==> src/rtl/input_debouncer.sv <==
// input_debouncer: per-channel 2-flop synchroniser, stable-count debounce filter,
// registered rise/fall pulses and sticky event flags.
module input_debouncer #(
    parameter int NUM_CH        = 9,
    parameter int STABLE_CYCLES = 1000000,
    parameter int CNT_W         = 20
) (
    input  logic              clk,
    input  logic              arst,
    input  logic [NUM_CH-1:0] raw_in,
    input  logic              bypass,
    input  logic [NUM_CH-1:0] event_clr,
    output logic [NUM_CH-1:0] db_out,
    output logic [NUM_CH-1:0] rise_pulse,
    output logic [NUM_CH-1:0] fall_pulse,
    output logic [NUM_CH-1:0] event_pending,
    output logic              any_event
);
    localparam logic [CNT_W-1:0] LAST = CNT_W'(STABLE_CYCLES - 1);

    logic [NUM_CH-1:0] s1, s2, db_d, db_n;
    logic [CNT_W-1:0]  cnt   [NUM_CH];
    logic [CNT_W-1:0]  cnt_n [NUM_CH];

    // A change is accepted on the STABLE_CYCLES-th consecutive disagreeing sample.
    always_comb begin
        db_n  = db_out;
        cnt_n = cnt;
        for (int i = 0; i < NUM_CH; i++) begin
            cnt_n[i] = (bypass || s2[i] == db_out[i] || cnt[i] == LAST) ? '0 : cnt[i] + 1'b1;
            db_n[i]  = (bypass || (s2[i] != db_out[i] && cnt[i] == LAST)) ? s2[i] : db_out[i];
        end
    end

    always_ff @(posedge clk or posedge arst) begin
        if (arst) begin
            s1            <= '0;
            s2            <= '0;
            db_out        <= '0;
            db_d          <= '0;
            cnt           <= '{default: '0};
            rise_pulse    <= '0;
            fall_pulse    <= '0;
            event_pending <= '0;
            any_event     <= 1'b0;
        end else begin
            s1            <= raw_in;
            s2            <= s1;
            db_out        <= db_n;
            cnt           <= cnt_n;
            db_d          <= db_out;
            rise_pulse    <= db_out & ~db_d;
            fall_pulse    <= ~db_out & db_d;
            // Set beats clear so an edge coinciding with a clear is not lost.
            event_pending <= (event_pending & ~event_clr) | rise_pulse | fall_pulse;
            any_event     <= |event_pending;
        end
    end
endmodule

==> config.mk <==
export PLATFORM = sky130hd
export DESIGN_NAME = input_debouncer
export DESIGN_NICKNAME = d
export VERILOG_FILES = /design/src/rtl/input_debouncer.sv
export SDC_FILE = /design/constraint.sdc
export NUM_CORES = 1
export LEC_CHECK = 0
export ABC_CLOCK_PERIOD_IN_PS = 24200
export BUFFER_PORTS_ARGS = -buffer_cell sky130_fd_sc_hd__buf_2
export CAP_MARGIN = 15
export CORE_MARGIN = 2
export CORE_UTILIZATION = 55
export CTS_CLUSTER_DIAMETER = 80
export CTS_CLUSTER_SIZE = 8
export DETAILED_ROUTE_END_ITERATION = 10
export GPL_TIMING_DRIVEN = 0
export PLACE_DENSITY = 0.73
export REMOVE_ABC_BUFFERS = 1
export SYNTH_ARGS = -nofsm -noshare
export SYNTH_HDL_FRONTEND = slang
export SYNTH_SLANG_ARGS = --single-unit
==> constraint.sdc <==
create_clock -name clk -period 24.2 [get_ports clk]
set_input_delay 4.84 -clock clk [delete_from_list [all_inputs] [get_ports clk]]
set_output_delay 4.84 -clock clk [all_outputs]
set_load 0.02 [all_outputs]
==> results of run 1 <==
==> flip-flops by register name (all words and copies together), names as in the netlist <==
name and flops:
db_out 9, any_event 1, db_d 9, fall_pulse 9, s1 9, event_pending 9, s2 9, cnt 180
rise_pulse 9
==> cells in the final DEF (no fill, tap or decap), drive strengths merged, types with 18 or more instances in the layout <==
cell type,n
xor2,52
o31ai,20
nor2,152
nand2,53
or3,33
inv,46
buf,62
a21oi,54
or4,32
nor2b,18
nor4,23
nand4,49
clkbuf,37
xnor2,65
nand3,61
o21ai,44
dfrtp,244
==> per-layer routing <==
metal | GRT usage | share of wire | wire [µm]
met1 | 0.292 | 0.48 | 9930
met4 | 0.0701 | 0.024 | 494
met5 | 0 | 0 | 0
met2 | 0.314 | 0.46 | 9610
met3 | 0.0361 | 0.039 | 816
==> path summary, 6_finish.rpt <==
check	from	end	slack (ns)	depth (start not counted)
max in group asynchronous	arst	cnt[35]	18.58	3
worst min register to register	s1[4]	s2[4]	0.34	0
worst max-delay path	event_pending[7]	event_pending[7]	18.18	1
worst min-delay path	s1[4]	s2[4]	0.34	0
worst max register to register	cnt[135]	cnt[128]	21.63	4
min in group asynchronous	arst	s2[3]	4.48	2
==> power by group through the flow <==
stage | Clock (mW) | Combinational, mW | Sequential, mW
2_1_floorplan | 0 | 0.0249 | 0.446
3_3_place_gp | 0 | 0.0513 | 0.439
3_5_place_dp | 0 | 0.0538 | 0.440
4_1_cts | 0.453 | 0.0542 | 0.433
5_1_grt | 0.472 | 0.0595 | 0.435
6_report | 0.441 | 0.0526 | 0.433
==> final cells by class <==
type | count | share of cell area
well taps | 265 | 0.0264
multi-input cells | 762 | 0.369
repair buffers | 62 | 0.0279
clock inverters | 3 | 0.00378
flip-flops and latches | 244 | 0.486
clock buffers | 37 | 0.0736
inverters | 44 | 0.0137
==> through the flow <==
stage          std cells  setup slack [ns]  area, µm²  hold WS [ns]  utilization
6_report            1417             18.18      12600         0.343        0.642
5_1_grt             1417             18.11      12600         0.354        0.642
4_1_cts             1417             18.15      12600         0.345        0.642
3_5_place_dp        1377             17.83      11600         0.335        0.592
3_3_place_gp        1372             10.05      11500         0.332        0.588
2_1_floorplan       1050             12.66      10900         0.331            -
==> kinds of logic after synthesis <==
| kind of cell | synth area share |
|---|---|
| AO/OA/AOI/OAI | 0.0710 |
| XOR/XNOR | 0.0930 |
| adder cells (fa/ha/maj) | 0.0102 |
| buffers and inverters | 0.0250 |
| flip-flops | 0.554 |
| multiplexers | 0.00920 |
| AND/OR/NAND/NOR | 0.238 |
==> results.toml, run 1 <==
[worst_setup_path]
path_cells = "buf_2"
crit_buf_inv = 1
cp_max_fo = 3
cp_top_family = "flip-flops"
cp_data_arrival_time_ns = 1.18
worstSetupPathType = "flip-flop to output pin"
slowest_stage = "dfrtp_1"
worst_setup_path_end_kind = "output pin"
slowest_delay_ns = 0.47
start_kind = "flip-flop"
worstPathRequired_ns = 19.36

[cts]
cts_buffers = 36
postCtsSetupBuffers = 0
cts_resized = 0
root_buffer = "clkbuf_16"
h-tree-depth = 2
clk_path_buf_depth = 3
tritoncts = "yes"
clkSinkCount = 244
clkLatencyLatePin_ns = 0.50
clkTransAtPathRegs_ns = 0.05
holdBufCountCts = 0

[logic_synthesis]
synth_edf_count = 0
synth_most_common_cell = "dfrtp_1"
syn_area_per_cell_um2 = 10.2
ys_seq_elements = 244
syn_area_um2 = 11000
synth_top_cell_area_share = 0.554
synth-main-ff-cell = "dfrtp_1"
yosysSeqAreaShare = 0.554
async_flop_share = 1.00
synthCells = 1077
synth_top_area_cell = "dfrtp_1"
synth_common_cells = "dfrtp_1 (244), nor2_1 (152), xnor2_1 (65)"
yosys-top-cells-area = "dfrtp_1 (55%), nor2_1 (5.2%), xnor2_1 (5.2%)"
yosysWarnings = 0
synthDistinctLibCells = 43

[die]
io_pins = 58
die_area_um2 = 21200
start_util = 0.562
core_um2 = 19600
num_rows = 51
die_h_um = 146
fp.dieW_um = 146

[routing]
drtPass1Iterations = 5
detail-route-antenna-nets = 0
drt_iter0_drc = 449
vias_per_cell = 5.64
drc = 0
routedWlPerCell_um = 14.7
via_count = 7988
drt_wl_total_mm = 20.9

[cells_and_area]
seq_area_um2 = 6110
multi_input_area_um2 = 4640
area_growth_pct = 14.1
drive_gt1_frac = 0.111
diodes = 0
fillers = 1579
nNetsFinal = 1180

[sta]
slew_viol_final = 0
fin_crit_ns = 6.02
layout_worst_path_cycle_share = 0.249
setup_violations = 0
setup_tns_ns = 0
max_freq_mhz = 166
finClkSkew_ns = 0.0123
max-slew-margin-rel = 0.369
worst_slew_pin_slew_ns = 0.943
rsz0062_at_grt = "no"
hold_viol_final = 0

[power]
power_switching_share = 0.227
pwr-share-seq = 0.467
ir_drop_uv = 53.9
internal-power_mw = 0.717
power_mw = 0.927
power_frac_clock = 0.476
power_frac_comb = 0.057
p_sw_mw = 0.210
leakage_nw = 5.05
power_density_nw_per_um2 = 73.7

[grt]
grt_antenna_before_repair = 0
grt_pass1_wl_mm = 36.6
overflow = 0
grt_max_degree = 134
grt.total_usage = 0.203
grt_pass1_vias = 7721

[hold_path]
hold_class = "flip-flop to flip-flop"

[place]
place.gp.congestion = 0.820
dp_hpwl_mm = 13.3
io_buffers = 57

[status]
outcome = "completed"

[flow_run]
maxCapViolCount = 0
(Power assumes the default switching activity.)
==> run 2, diff against run 1 <==
ABC_AREA = 1   (was unset)
ABC_CLOCK_PERIOD_IN_PS = 6000   (was 24200)
PLACE_DENSITY = 0.72   (was 0.73)
clock period = 6 ns   (was 24.2 ns; I/O delays follow)
==> run 2 against run 1 <==
First-iteration DRC count increased by 44%; core utilization fell by 1.3 points; clock power rose to 4.0 times the previous value; largest cell class unchanged.
==> results.toml, run 2 <==
[cts]
clkTransAtPathRegs_ns = 0.05
clkLatencyLatePin_ns = 0.49
clk_path_buf_depth = 3
holdBufCountCts = 0
root_buffer = "clkbuf_16"
cts_buffers = 36
postCtsSetupBuffers = 0
clkSinkCount = 244
tritoncts = "yes"
h-tree-depth = 2
cts_resized = 0

[place]
io_buffers = 57
dp_worst_setup_slack_ns = 3.15
place.gp.congestion = 0.873
dp_hpwl_mm = 18.3
dp_cells = 1974

[logic_synthesis]
synthDistinctLibCells = 29
async_flop_share = 1.00
syn_area_um2 = 12800
synth_common_cells = "nor2_1 (422), nand2_1 (379), dfrtp_1 (244)"
ys_seq_elements = 244
synth_top_area_cell = "dfrtp_1"
yosysSeqAreaShare = 0.478
syn_area_per_cell_um2 = 7.77
synth-main-ff-cell = "dfrtp_1"
synth_most_common_cell = "nor2_1"
yosysWarnings = 0
synth_edf_count = 0
synthCells = 1643
synth_top_cell_area_share = 0.478
yosys-top-cells-area = "dfrtp_1 (48%), nor2_1 (12%), nand2_1 (11%)"

[cells_and_area]
layoutNonFillerInstCount = 2012
nNetsFinal = 1757
multi_input_area_um2 = 5900
area_growth_pct = 11.9
layout_common_cells = "nor2_1 (422), nand2_1 (379), dfrtp_1 (244)"
seq_area_um2 = 6110
layout_commonest_cell = "nor2_1"
largest_reg_flops = 180
fillers = 1962
regMostFlops = "cnt"
diodes = 0
drive_gt1_frac = 0.116

[power]
ir_drop_uv = 223
power_density_nw_per_um2 = 262
power_mw = 3.74
leakage_nw = 5.87

[routing]
via_count = 10300
drtPass1Iterations = 5
vias_per_cell = 5.12
routedWlPerCell_um = 12.9
detail-route-antenna-nets = 0
drc = 0
drt_iter0_drc = 646
drt_wl_total_mm = 26.0

[sta]
finClkSkew_ns = 0.0106
hold_viol_final = 0
setup_ws_ns = 3.55
slew_viol_final = 0
max_freq_mhz = 408
setup_violations = 0
layout_worst_path_cycle_share = 0.408
max-slew-margin-rel = 0.489
rsz0062_at_grt = "no"
holdWs_ns = 0.345
fin_crit_ns = 2.45
worst_slew_pin_slew_ns = 0.763

[hold_path]
hold_depth = 0
hold_class = "flip-flop to flip-flop"
worstHoldStart = "s1[6]"
worst_hold_path.endpoint = "s2[6]"

[status]
outcome = "completed"

[worst_setup_path]
crit_buf_inv = 1
worst_setup_path_end_kind = "output pin"
reg2reg_to = "cnt[179]"
slowest_stage = "dfrtp_1"
cp_max_fo = 6
cp_top_family = "flip-flops"
worstSetupPathType = "flip-flop to output pin"
reg2regPathDepth = 6
rrSetupSlack_ns = 4.00
regToRegStartpoint = "cnt[160]"
path_cells = "buf_2"
worstPathRequired_ns = 4.80
cp_data_arrival_time_ns = 1.25
start_kind = "flip-flop"
slowest_delay_ns = 0.53

[grt]
grt_antenna_before_repair = 0
overflow = 0
grt_max_degree = 110
grt.total_usage = 0.226
grt_pass1_wl_mm = 45.6
grt_pass1_vias = 9875

[die]
core_um2 = 22700
fp.dieW_um = 156
start_util = 0.562
num_rows = 55
die_area_um2 = 24400
die_h_um = 156
io_pins = 58

[flow_run]
maxCapViolCount = 0
==> run 2: metrics by stage <==
| stage | TNS (ns) | utilization | instance area (µm²) |
|---|---|---|---|
| floorplan | -463.97 | - | 12600 |
| global placement | -1099.45 | 0.584 | 13300 |
| detailed placement | 0 | 0.587 | 13300 |
| CTS | 0 | 0.629 | 14300 |
| global route | 0 | 0.629 | 14300 |
| finish | 0 | 0.629 | 14300 |
==> run 2: kinds of logic (layout without fill, tap and decap cells) <==
group | Yosys count | count (layout) | synth area share
DFF | 244 | 244 | 0.478
and+or+nand+nor | 1078 | 1078 | 0.370
xor gates and xnor gates | 104 | 104 | 0.0714
AOI/OAI and AO/OA | 30 | 30 | 0.0125
buffers and inverters | 178 | 262 | 0.0593
adders and majority gates | 9 | 9 | 0.00882
==> run 2: area by class of cell <==
class,instances,area share
inverter,165,0.0439
multi-input combinational,1221,0.413
tap,285,0.0250
clock inverter,1,0.00210
timing repair buffer,59,0.0238
clock buffer,37,0.0648
sequential,244,0.427
==> run 2: worst register-to-register path, delay by kind of cell (launching register included) <==
kind | cells | cell delay, ns
flip-flops | 1 | 0.43
adder cells (fa/ha/maj) | 1 | 0.32
AND/OR/NAND/NOR | 5 | 1.10
==> run 2: worst max-delay path by stage <==
stage                          from            end  slack (ns)  depth (start not counted)
final                     db_out[8]      db_out[8]        3.55                          1
after floorplan                arst      any_event       -1.90                          1
after global routing      db_out[8]      db_out[8]        3.50                          1
after global placement         arst  fall_pulse[2]       -4.53                          2
after CTS                 db_out[8]      db_out[8]        3.53                          1
after detailed placement     bypass      db_out[2]        3.15                          4
==> run 2: power breakdown <==
part / internal [mW] / switching (mW) / total (mW)
registers: 1.70 / 0.0498 / 1.75
logic: 0.0617 / 0.157 / 0.219
clock network: 1.12 / 0.657 / 1.77
total: 2.88 / 0.864 / 3.74
==> run 2: routing by layer <==
metal | track usage | part of all wire
met1 | 0.314 | 0.48
met5 | 0 | 0
met2 | 0.370 | 0.46
met3 | 0.0341 | 0.043
met4 | 0.0708 | 0.025
